`src/rtl/load_store_unit.sv`:
```
// RV32 load/store unit: turns one execute-stage request at a time into a word-aligned,
// byte-lane Memory access and returns extended load data or a fault.
module load_store_unit #(
    parameter int unsigned ADDR_WIDTH = 10,
    parameter int unsigned MEM_SIZE   = 1024
) (
    input  logic                  clock,
    input  logic                  reset,
    input  logic                  req_valid,
    output logic                  req_ready,
    input  logic                  req_write,
    input  logic [2:0]            req_funct3,
    input  logic [31:0]           req_addr,
    input  logic [31:0]           req_wdata,
    output logic                  resp_valid,
    input  logic                  resp_ready,
    output logic [31:0]           resp_rdata,
    output logic                  resp_fault,
    output logic [ADDR_WIDTH-1:0] mem_address,
    output logic [3:0]            mem_write_en,
    output logic [31:0]           mem_data_in,
    input  logic [31:0]           mem_data_out
);

    typedef enum logic [1:0] {StIdle, StAccess, StCapture, StResp} state_e;

    localparam logic [32:0] MemLimit = 33'(MEM_SIZE);

    state_e                  state_q, state_d;
    logic                    write_q, write_d;
    logic [2:0]              funct3_q, funct3_d;
    logic [1:0]              off_q, off_d;
    logic                    req_ready_q, req_ready_d;
    logic                    resp_valid_q, resp_valid_d;
    logic                    resp_fault_q, resp_fault_d;
    logic [31:0]             resp_rdata_q, resp_rdata_d;
    logic [ADDR_WIDTH-1:0]   mem_address_q, mem_address_d;
    logic [3:0]              mem_write_en_q, mem_write_en_d;
    logic [31:0]             mem_data_in_q, mem_data_in_d;

    logic                    req_fault;
    logic [3:0]              lane_we;
    logic [31:0]             lane_data;
    logic [31:0]             shifted;
    logic [31:0]             load_result;

    // Request decode: fault detection and store lane mapping.
    always_comb begin
        logic misaligned, out_of_range, illegal;
        misaligned   = (((req_funct3 == 3'd1) || (req_funct3 == 3'd5)) && req_addr[0]) ||
                       ((req_funct3 == 3'd2) && (req_addr[1:0] != 2'b00));
        out_of_range = {1'b0, req_addr} >= MemLimit;
        illegal      = req_write ? (req_funct3 > 3'd2)
                                 : ((req_funct3 == 3'd3) || (req_funct3 == 3'd6) ||
                                    (req_funct3 == 3'd7));
        req_fault    = misaligned || out_of_range || illegal;

        lane_we   = 4'b1111;
        lane_data = req_wdata;
        case (req_funct3[1:0])
            2'b00: begin
                lane_we   = 4'b0001 << req_addr[1:0];
                lane_data = {4{req_wdata[7:0]}};
            end
            2'b01: begin
                lane_we   = req_addr[1] ? 4'b1100 : 4'b0011;
                lane_data = {2{req_wdata[15:0]}};
            end
            default: begin
                lane_we   = 4'b1111;
                lane_data = req_wdata;
            end
        endcase
    end

    // Bring the addressed lane(s) down to bit 0, then extend by width code.
    always_comb begin
        shifted = mem_data_out >> {off_q, 3'b000};
        case (funct3_q)
            3'd0:    load_result = {{24{shifted[7]}}, shifted[7:0]};
            3'd4:    load_result = {24'h0, shifted[7:0]};
            3'd1:    load_result = {{16{shifted[15]}}, shifted[15:0]};
            3'd5:    load_result = {16'h0, shifted[15:0]};
            default: load_result = shifted;
        endcase
    end

    always_ff @(posedge clock) begin
        if (!reset) begin
            state_q        <= StIdle;
            write_q        <= 1'b0;
            funct3_q       <= 3'd0;
            off_q          <= 2'd0;
            req_ready_q    <= 1'b1;
            resp_valid_q   <= 1'b0;
            resp_fault_q   <= 1'b0;
            resp_rdata_q   <= 32'h0;
            mem_address_q  <= '0;
            mem_write_en_q <= 4'b0;
            mem_data_in_q  <= 32'h0;
        end else begin
            state_q        <= state_d;
            write_q        <= write_d;
            funct3_q       <= funct3_d;
            off_q          <= off_d;
            req_ready_q    <= req_ready_d;
            resp_valid_q   <= resp_valid_d;
            resp_fault_q   <= resp_fault_d;
            resp_rdata_q   <= resp_rdata_d;
            mem_address_q  <= mem_address_d;
            mem_write_en_q <= mem_write_en_d;
            mem_data_in_q  <= mem_data_in_d;
        end
    end

    always_comb begin
        state_d = state_q;
        unique case (state_q)
            StIdle:    if (req_valid) state_d = req_fault ? StResp : StAccess;
            StAccess:  state_d = write_q ? StResp : StCapture;
            StCapture: state_d = StResp;
            StResp:    if (resp_ready) state_d = StIdle;
            default:   state_d = StIdle;
        endcase
    end

    // Registered outputs are computed one edge ahead so they line up with the next state.
    always_comb begin
        write_d        = write_q;
        funct3_d       = funct3_q;
        off_d          = off_q;
        req_ready_d    = req_ready_q;
        resp_valid_d   = resp_valid_q;
        resp_fault_d   = resp_fault_q;
        resp_rdata_d   = resp_rdata_q;
        mem_address_d  = mem_address_q;
        mem_write_en_d = 4'b0;
        mem_data_in_d  = mem_data_in_q;
        unique case (state_q)
            StIdle: begin
                if (req_valid) begin
                    write_d      = req_write;
                    funct3_d     = req_funct3;
                    off_d        = req_addr[1:0];
                    req_ready_d  = 1'b0;
                    resp_rdata_d = 32'h0;
                    resp_fault_d = req_fault;
                    if (req_fault) begin
                        resp_valid_d = 1'b1;
                    end else begin
                        mem_address_d = {req_addr[ADDR_WIDTH-1:2], 2'b00};
                        if (req_write) begin
                            mem_write_en_d = lane_we;
                            mem_data_in_d  = lane_data;
                        end
                    end
                end
            end
            StAccess: begin
                if (write_q) resp_valid_d = 1'b1;
            end
            StCapture: begin
                resp_rdata_d = load_result;
                resp_valid_d = 1'b1;
            end
            StResp: begin
                if (resp_ready) begin
                    resp_valid_d = 1'b0;
                    req_ready_d  = 1'b1;
                end
            end
            default: ;
        endcase
    end

    assign req_ready    = req_ready_q;
    assign resp_valid   = resp_valid_q;
    assign resp_fault   = resp_fault_q;
    assign resp_rdata   = resp_rdata_q;
    assign mem_address  = mem_address_q;
    assign mem_write_en = mem_write_en_q;
    assign mem_data_in  = mem_data_in_q;

endmodule

```
`config.mk`:
```
export PLATFORM = sky130hd
export DESIGN_NAME = load_store_unit
export DESIGN_NICKNAME = d
export VERILOG_FILES = /design/src/rtl/load_store_unit.sv
export SDC_FILE = /design/constraint.sdc
export NUM_CORES = 1
export LEC_CHECK = 0
export ABC_AREA = 1
export ABC_CLOCK_PERIOD_IN_PS = 5100
export CAP_MARGIN = 20
export CORE_MARGIN = 2
export CORE_UTILIZATION = 48
export CTS_BUF_LIST = sky130_fd_sc_hd__clkbuf_8
export CTS_CLUSTER_DIAMETER = 50
export CTS_CLUSTER_SIZE = 14
export DETAILED_ROUTE_END_ITERATION = 12
export GPL_TIMING_DRIVEN = 0
export PLACE_DENSITY = 0.87
export SYNTH_ARGS = -nofsm -noshare
export SYNTH_HDL_FRONTEND = slang
export SYNTH_SLANG_ARGS = --single-unit
```
`constraint.sdc`:
```
create_clock -name clock -period 5.1 [get_ports clock]
set_input_delay 0.765 -clock clock [delete_from_list [all_inputs] [get_ports clock]]
set_output_delay 0.765 -clock clock [all_outputs]
set_load 0.02 [all_outputs]
```
==> results.json, run 1 <==
{
  "seq_area_frac_synth_pct": 38.4,
  "fp-row-count": 35,
  "setup_viol": 0,
  "final_nets": 991,
  "routedWlPerCell_um": 15.9,
  "via_count": 5443,
  "setup.worst_path.start_class": "input pin",
  "reg2reg_depth": 6,
  "final_util_pct": 72.7,
  "cp_max_fo": 10,
  "drc": 0,
  "worstHoldStart": "resp_rdata[28]",
  "max_freq_mhz": 441,
  "globalplace.congestion": 0.984,
  "pre_cts_ws_ns": 2.54,
  "grt-ovfl-total": 0,
  "cts_buffers": 9,
  "crit_path_end_kind": "flip-flop",
  "htree_levels": 3,
  "slew_headroom_pct": 59.3,
  "fin_crit_ns": 2.27,
  "antenna_left": 0,
  "status": "complete, no violations",
  "place_area_um2": 6480,
  "fin_ws_ns": 2.83,
  "fin_setup_tns_ns": 0,
  "final_area_um2": 6680,
  "wl_um": 15900,
  "synth_seq_cells": 87,
  "viasPerCell": 5.45,
  "root_buffer": "clkbuf_8",
  "clock-sinks": 87,
  "rrSetupSlack_ns": 2.96,
  "worstPathArrival_ns": 2.51,
  "n_antenna_cell": 0,
  "p_sw_w": 0.000990,
  "cp.required_ns": 5.35,
  "clk_latency_ns": 0.37,
  "grt_max_degree": 16,
  "rsz0062_at_grt": "false",
  "combPwrFrac_pct": 45.1,
  "syn_to_final_growth_pct": 47.1,
  "clkTransAtPathRegs_ns": 0.09,
  "min_delay_path_depth": 2,
  "synth_edf_count": 0,
  "die_w_um": 101,
  "synthCells": 691,
  "internal_power_w": 0.00142,
  "post-route-period-util_pct": 44.4,
  "drv_slew": 0,
  "drtIter0Drc": 338,
  "initial_core_util_pct": 49.4,
  "nFillCells": 779,
  "reg2reg_to": "resp_rdata[2]",
  "async_reset_ff_share_pct": 0,
  "leakage_nw": 2.70,
  "cts_resized": 0,
  "port_buffers": 180,
  "hold_class": "flip-flop to flip-flop",
  "grt_pass1_vias": 5111,
  "timing.final.hold_violations": 0,
  "startpoint": "req_funct3[0]",
  "synth_cell_types": 30,
  "coreArea_um2": 9200,
  "io_pins": 185,
  "synth_flop_cell": "dfxtp_1",
  "hold_buffers": 0,
  "dp_hpwl_um": 12400,
  "cts_tree": "done",
  "r2r_start": "state_q[0]",
  "firstDrtPassIters": 5,
  "dieArea_um2": 10300,
  "worst_pin_slew_ns": 0.607,
  "syn_area_um2": 4540,
  "crit_type": "input pin to flip-flop",
  "cts_setup_buffers": 0,
  "p_per_area_nw_per_um2": 360,
  "seqPwrFrac_pct": 34.5,
  "clockBufferDepth": 2,
  "maxCapViolations": 0,
  "skew_ns": 0.0153,
  "peakVddDrop_mv": 0.178,
  "antenna_found_initial": 0,
  "mostFrequentLayoutCell": "clkdlybuf4s50_1",
  "die_y_um": 101,
  "drive_above_1_share_pct": 5.97,
  "worstSetupEndpoint": "mem_data_in[31]",
  "grt_use_total_pct": 30.9,
  "avgSynthCellArea_um2": 6.57,
  "switching_share_pct": 41.1,
  "power_frac_clock_pct": 20.4,
  "final_cell_mix": "clkdlybuf4s50_1 (180), nand2_1 (177), a21oi_1 (102), nor2_1 (88), dfxtp_1 (87)",
  "yosys_warnings": 0,
  "grt_first_pass_wirelength_um": 24900
}
flip-flops by register name (all words and copies together) (netlist names):
name          flops
funct3_q          3
state_q           2
mem_write_en      4
resp_valid        1
mem_address       8
resp_rdata       32
resp_fault        1
mem_data_in      32
write_q           1
req_ready         1
off_q             2
synth_stat cells, drive strengths merged, types with 4 or more instances:
cell type / number / area share (%)
clkbuf: 26 / 2.1
a21oi: 102 / 11
ha: 4 / 1.1
mux2i: 7 / 1.5
buf: 28 / 3.7
nand2: 180 / 15
dfxtp: 87 / 38
o21ai: 37 / 4.1
inv: 35 / 2.9
nor2: 91 / 8.1
nor3: 4 / 0.44
nand3: 51 / 5.8
nand4: 33 / 4.5
how the worst min path moves through the flow:
stage                                  to  slack, ns
after CTS                  resp_rdata[28]       0.47
after floorplan                   write_q       0.46
after detailed placement   resp_rdata[28]       0.45
final                      resp_rdata[28]       0.47
after global placement    mem_data_in[25]       0.45
after global routing        resp_rdata[5]       0.49
per-stage QoR:
step                      std cells  hold slack (ns)  total power (W)
after floorplan                 692            0.459          0.00150
after global placement          983            0.446          0.00189
after detailed placement        983            0.455          0.00192
after CTS                       999            0.470          0.00240
after global routing            999            0.491          0.00255
final                           999            0.467          0.00241
cell families after synthesis:
logic type	after synthesis	synth area share (%)
other	1	0.0826
AOI/OAI and AO/OA	143	16.0
muxes	7	1.54
adders and majority gates	4	1.10
buffers and inverters	89	8.71
and+or+nand+nor	360	34.2
DFF	87	38.4
final cells by class:
type                       count  area, µm²  area share [%]
tap                          111        139            2.08
buffer                        54        264            3.95
sequential                    87       1740            26.1
inverter                      35        131            1.97
multi-input combinational    516       2410            36.0
clock inverter                 7       72.6            1.09
timing repair buffer         180       1800            27.0
clock buffer                   9        124            1.85
worst max-delay path, stage by stage:
cell	delay (ns)
clkdlybuf4s50_1	0.58
nor2_1	0.10
inv_1	0.15
clkbuf_1	0.34
o21ai_0	0.15
a21oi_1	0.20
nand4_1	0.11
nand2_1	0.08
nor2_1	0.05
metal layers:
metal | routed length (µm) | up-vias | global-route usage, %
li1 | - | 2658 | -
met1 | 6100 | 2418 | 37.3
met2 | 7590 | 323 | 52.8
met3 | 1680 | 44 | 6.76
met4 | 546 | 0 | 13.7
met5 | 0 | - | 0
power groups by stage:
stage / Sequential (W) / Combinational [W] / Clock, W
6_report: 0.000830 / 0.00108 / 0.000492
5_1_grt: 0.000840 / 0.00119 / 0.000524
4_1_cts: 0.000829 / 0.00108 / 0.000497
3_5_place_dp: 0.000844 / 0.00107 / 0
3_3_place_gp: 0.000839 / 0.00105 / 0
2_1_floorplan: 0.000923 / 0.000580 / 0
No activity file was read; power rests on OpenSTA's default activity.
==> run 2, diff against run 1 <==
ABC_CLOCK_PERIOD_IN_PS = 1900   (was 5100)
CORE_UTILIZATION = 40   (was 48)
PLACE_DENSITY = 0.77   (was 0.87)
clock period = 1.9 ns   (was 5.1 ns; I/O delays follow)
==> run 2 against run 1 <==
  * Sequential share of layout area shrank 0.25 points
  * Cell area grew 1.1%
  * Register-to-register slack lost 2.8 ns
  * Worst setup slack lost 2.7 ns
  * Clock power grew to 2.6 times the previous value
  * Hold slack lost 0.0018 ns
  * Combinational power grew to 2.7 times the previous value
  * First-iteration DRC count grew 27%
  * Flip-flop and latch count is the same
  * Non-clock buffer count is the same
  * Highest routed layer unchanged
==> results.json, run 2 (synthesis gave the netlist of run 1 again) <==
{
  "nFillCells": 1068,
  "maxCapViolations": 0,
  "cp_max_fo": 10,
  "place_area_um2": 6520,
  "fin_setup_tns_ns": 0,
  "p_per_area_nw_per_um2": 956,
  "routedWlPerCell_um": 14.9,
  "clock-sinks": 87,
  "globalplace.congestion": 0.964,
  "drtIter0Drc": 430,
  "die_y_um": 111,
  "final_cell_mix": "clkdlybuf4s50_1 (180), nand2_1 (177), a21oi_1 (101), nor2_1 (88), dfxtp_1 (85)",
  "antenna_left": 0,
  "crit_path_end_kind": "flip-flop",
  "fp-row-count": 38,
  "antenna_found_initial": 0,
  "leakage_nw": 2.73,
  "clkTransAtPathRegs_ns": 0.09,
  "viasPerCell": 5.13,
  "cts_buffers": 9,
  "mostFrequentLayoutCell": "clkdlybuf4s50_1",
  "hold_buffers": 0,
  "htree_levels": 3,
  "port_buffers": 180,
  "worst_pin_slew_ns": 0.521,
  "grt_first_pass_wirelength_um": 24500,
  "cts_tree": "done",
  "peakVddDrop_mv": 0.611,
  "final_area_um2": 6760,
  "coreArea_um2": 10900,
  "fin_crit_ns": 1.74,
  "grt_pass1_vias": 5028,
  "setup_viol": 0,
  "clockBufferDepth": 2,
  "cpPeakStageDelay_ns": 0.38,
  "path_cells": "inv_1, ha_1, a21boi_1, clkbuf_1, nand3_1, a21oi_1",
  "drv_slew": 0,
  "grt_use_total_pct": 24.5,
  "skew_ns": 0.0117,
  "io_pins": 185,
  "final_nets": 991,
  "setup.worst_path.start_class": "flip-flop",
  "post-route-period-util_pct": 91.8,
  "die_w_um": 111,
  "dp_hpwl_um": 11900,
  "firstDrtPassIters": 5,
  "via_count": 5265,
  "hold_class": "flip-flop to flip-flop",
  "grt_max_degree": 15,
  "cp_slowest_cell": "a21boi_1",
  "crit_type": "flip-flop to flip-flop",
  "status": "complete, no violations",
  "grt-ovfl-total": 0,
  "n_antenna_cell": 0,
  "cp.required_ns": 2.20,
  "max_freq_mhz": 573,
  "rsz0062_at_grt": "false",
  "initial_core_util_pct": 41.5,
  "wl_um": 15400,
  "syn_to_final_growth_pct": 48.8,
  "clk_latency_ns": 0.37,
  "dieArea_um2": 12200,
  "fin_ws_ns": 0.155,
  "root_buffer": "clkbuf_8",
  "drc": 0,
  "worstPathArrival_ns": 2.04,
  "timing.final.hold_violations": 0,
  "slew_headroom_pct": 65.2,
  "pre_cts_ws_ns": -0.128,
  "drive_above_1_share_pct": 6.76
}
[run 2: cell count changes in the layout (fill, tap and decap cells not counted), moves of 2 or more]
cell	delta
buf_6	+3
clkbuf_1	-3
clkbuf_2	+3
buf_2	-2
dfxtp_2	+2
dfxtp_1	-2
clkinvlp_4	-3
buf_4	-2
clkinv_4	+2
[run 2: final cells by class]
type                    count  area [µm²]  area share (%)
inverters                  35         131            1.94
repair buffers            180        1800            26.7
clock inverters             6        63.8           0.944
clock buffers               9         124            1.83
plain buffers              54         284            4.20
flip-flops and latches     87        1740            25.8
multi-input cells         516        2430            36.0
well taps                 140         175            2.59
[run 2: report_power, final]
group / total, W / switching, W / internal, W
combinational: 0.00296 / 0.00178 / 0.00118
sequential: 0.00223 / 0.000150 / 0.00208
clock: 0.00127 / 0.000673 / 0.000598
total: 0.00646 / 0.00261 / 0.00385
[run 2: critical path: cells and delay by family, from the launching register on]
| kind | cells | cell delay (ns) |
|---|---|---|
| adder cells (fa/ha/maj) | 1 | 0.19 |
| AND/OR/NAND/NOR | 1 | 0.13 |
| buffers and inverters | 2 | 0.48 |
| flip-flops | 1 | 0.35 |
| AO/OA/AOI/OAI | 2 | 0.53 |
[run 2: routing by layer]
metal  part of all wire [%]  vias to the layer above  GRT usage (%)  wire length (µm)
li1                       -                     2662              -                 -
met1                     43                     2336           31.3              6650
met2                     46                      246           40.1              7010
met3                    9.0                       21           6.26              1380
met4                    2.0                        0           9.08               308
met5                      0                        -              0                 0
[run 2: worst paths after layout]
path                 start              to  slack [ns]  cells past startpoint
max             state_q[0]  resp_rdata[25]        0.16                      6
min          resp_rdata[1]   resp_rdata[1]        0.47                      2
max reg2reg     state_q[0]  resp_rdata[25]        0.16                      6
min reg2reg  resp_rdata[1]   resp_rdata[1]        0.47                      2
[run 2: what timing repair did]
action,in CTS,in global routing
endpoints found under the setup margin,62,66
resized for setup,6,9
pin swaps,0,0
setup buffers,0,0
endpoints found under the hold margin,0,0
[run 2: metrics by stage]
step	hold WS [ns]	power, W	util, %	cells
after global routing	0.488	0.00689	61.8	1027
after CTS	0.468	0.00643	61.5	1027
final	0.466	0.00646	61.8	1027
after floorplan	0.450	0.00403	-	692
after global placement	0.449	0.00509	59.6	1012
after detailed placement	0.455	0.00512	59.6	1012
==> run 3, diff against run 2 <==
ABC_CLOCK_PERIOD_IN_PS = 2100   (was 1900)
CORE_UTILIZATION = 48   (was 40)
PLACE_DENSITY = 0.87   (was 0.77)
clock period = 2.1 ns   (was 1.9 ns; I/O delays follow)
==> run 3 against run 2 <==
  * Sequential share of layout area up 0.21 points
  * Hold slack improved by 0.0013 ns
  * Flip-flop and latch count did not move
  * Via count up 4.4%
  * Power decreased by 9.1%
  * Clock skew is 0.0019 ns higher
  * Sequential power down 9.4%
  * Routed wire length increased by 3.8%
  * Clock power fell by 6%
==> results.json, run 3 (synthesis gave the netlist of run 1 again) <==
{
  "viasPerCell": 5.50,
  "timing.final.hold_violations": 0,
  "clock-sinks": 87,
  "grt-ovfl-total": 0,
  "final_nets": 991,
  "final_area_um2": 6690,
  "drv_slew": 0,
  "reg2reg_depth": 6,
  "grt_use_total_pct": 30.9,
  "htree_levels": 3,
  "antenna_found_initial": 0,
  "leakage_nw": 2.71,
  "fin_setup_tns_ns": 0,
  "cp_max_fo": 10,
  "skew_ns": 0.0136,
  "p_per_area_nw_per_um2": 878,
  "holdPathEnd": "resp_rdata[28]",
  "drtIter0Drc": 313,
  "mostFrequentLayoutCell": "clkdlybuf4s50_1",
  "grt_pass1_vias": 5104,
  "maxCapViolations": 0,
  "setup.worst_path.start_class": "flip-flop",
  "worstHoldStart": "resp_rdata[28]",
  "finalNonFillerCells": 999,
  "cp.required_ns": 2.39,
  "grt_first_pass_wirelength_um": 24900,
  "worstPathArrival_ns": 2.21,
  "dp_hpwl_um": 12400,
  "clk_latency_ns": 0.36,
  "antenna_left": 0,
  "dieArea_um2": 10300,
  "fp-row-count": 35,
  "drc": 0,
  "place_area_um2": 6480,
  "slew_headroom_pct": 60.2,
  "die_w_um": 101,
  "rsz0062_at_grt": "false",
  "post-route-period-util_pct": 91.1,
  "initial_core_util_pct": 49.4,
  "via_count": 5495,
  "min_delay_path_depth": 2,
  "max_freq_mhz": 523,
  "status": "complete, no violations",
  "cts_buffers": 9,
  "die_y_um": 101,
  "root_buffer": "clkbuf_8",
  "drive_above_1_share_pct": 6.53,
  "setup_viol": 0,
  "globalplace.congestion": 0.984,
  "nFillCells": 782,
  "syn_to_final_growth_pct": 47.4,
  "grt_max_degree": 16,
  "hold_class": "flip-flop to flip-flop",
  "crit_path_end_kind": "flip-flop",
  "port_buffers": 180,
  "fin_crit_ns": 1.91,
  "io_pins": 185,
  "final_util_pct": 72.8,
  "placedCellCount": 983,
  "routedWlPerCell_um": 16.0,
  "reg2reg_to": "resp_rdata[2]",
  "clockBufferDepth": 2,
  "coreArea_um2": 9200,
  "peakVddDrop_mv": 0.434,
  "crit_type": "flip-flop to flip-flop",
  "worst_pin_slew_ns": 0.595,
  "cts_tree": "done",
  "final_cell_mix": "clkdlybuf4s50_1 (180), nand2_1 (177), a21oi_1 (102), nor2_1 (88), dfxtp_1 (87)",
  "clkTransAtPathRegs_ns": 0.10,
  "firstDrtPassIters": 5,
  "wl_um": 15900,
  "r2r_start": "state_q[0]",
  "rrSetupSlack_ns": 0.19,
  "n_antenna_cell": 0
}
run 3: changes by cell type in the layout (fill, tap and decap cells not counted), moves of 2 or more:
cell,previous run,this run
clkinvlp_4,1,4
buf_6,5,2
clkinv_4,2,0
dfxtp_2,2,0
buf_4,5,7
buf_2,14,16
dfxtp_1,85,87
run 3: power breakdown:
| group | total (W) | internal (W) | leakage [nW] | switching, W |
|---|---|---|---|---|
| combinational | 0.00266 | 0.00103 | 1.92 | 0.00163 |
| clock | 0.00120 | 0.000550 | 0.0893 | 0.000648 |
| sequential | 0.00202 | 0.00188 | 0.705 | 0.000139 |
run 3: worst max path at each step:
stage	from	to	slack [ns]	cells after the start
5_1_grt	state_q[0]	mem_data_in[3]	0.007	11
3_3_place_gp	req_funct3[0]	mem_data_in[24]	0.03	9
3_5_place_dp	req_funct3[0]	mem_data_in[24]	-0.009	9
4_1_cts	state_q[0]	resp_rdata[6]	0.02	6
2_1_floorplan	state_q[0]	mem_data_in[0]	0.48	10
6_report	state_q[0]	resp_rdata[2]	0.19	6
run 3: layer usage:
metal / track usage, % / routed length, µm / share of wire (%)
met1: 37.4 / 6220 / 39
met2: 53.0 / 7580 / 48
met3: 6.76 / 1620 / 10
met4: 13.3 / 518 / 3.3
met5: 0 / 0 / 0
run 3: final cells by class:
cell class	count	area [µm²]	area share, %
Buffer	54	268	4.00
Clock buffer	9	124	1.85
Clock inverter	7	72.6	1.08
Inverter	35	131	1.96
Multi-Input combinational cell	516	2410	36.1
Sequential cell	87	1740	26.0
Tap cell	111	139	2.08
Timing Repair Buffer	180	1800	26.9
run 3: critical path: stages, from the launching register on:
cell      delay [ns]
dfxtp_1         0.42
inv_1           0.10
ha_2            0.24
a21boi_1        0.42
clkbuf_2        0.34
nand3_1         0.16
a21oi_1         0.17
run 3: metrics by stage:
step                      total power [W]  setup slack [ns]  hold slack, ns
after floorplan                   0.00365             0.482           0.459
after global placement            0.00459            0.0274           0.446
after detailed placement          0.00465          -0.00911           0.455
after CTS                         0.00583            0.0167           0.470
after global routing              0.00623           0.00671           0.491
final                             0.00587             0.186           0.467
run 3: timing repair:
item | in CTS | in global routing
endpoints found under the setup margin | 0 | 55
resized for setup | 0 | 8
hold buffers | 0 | 0
setup buffers | 0 | 0
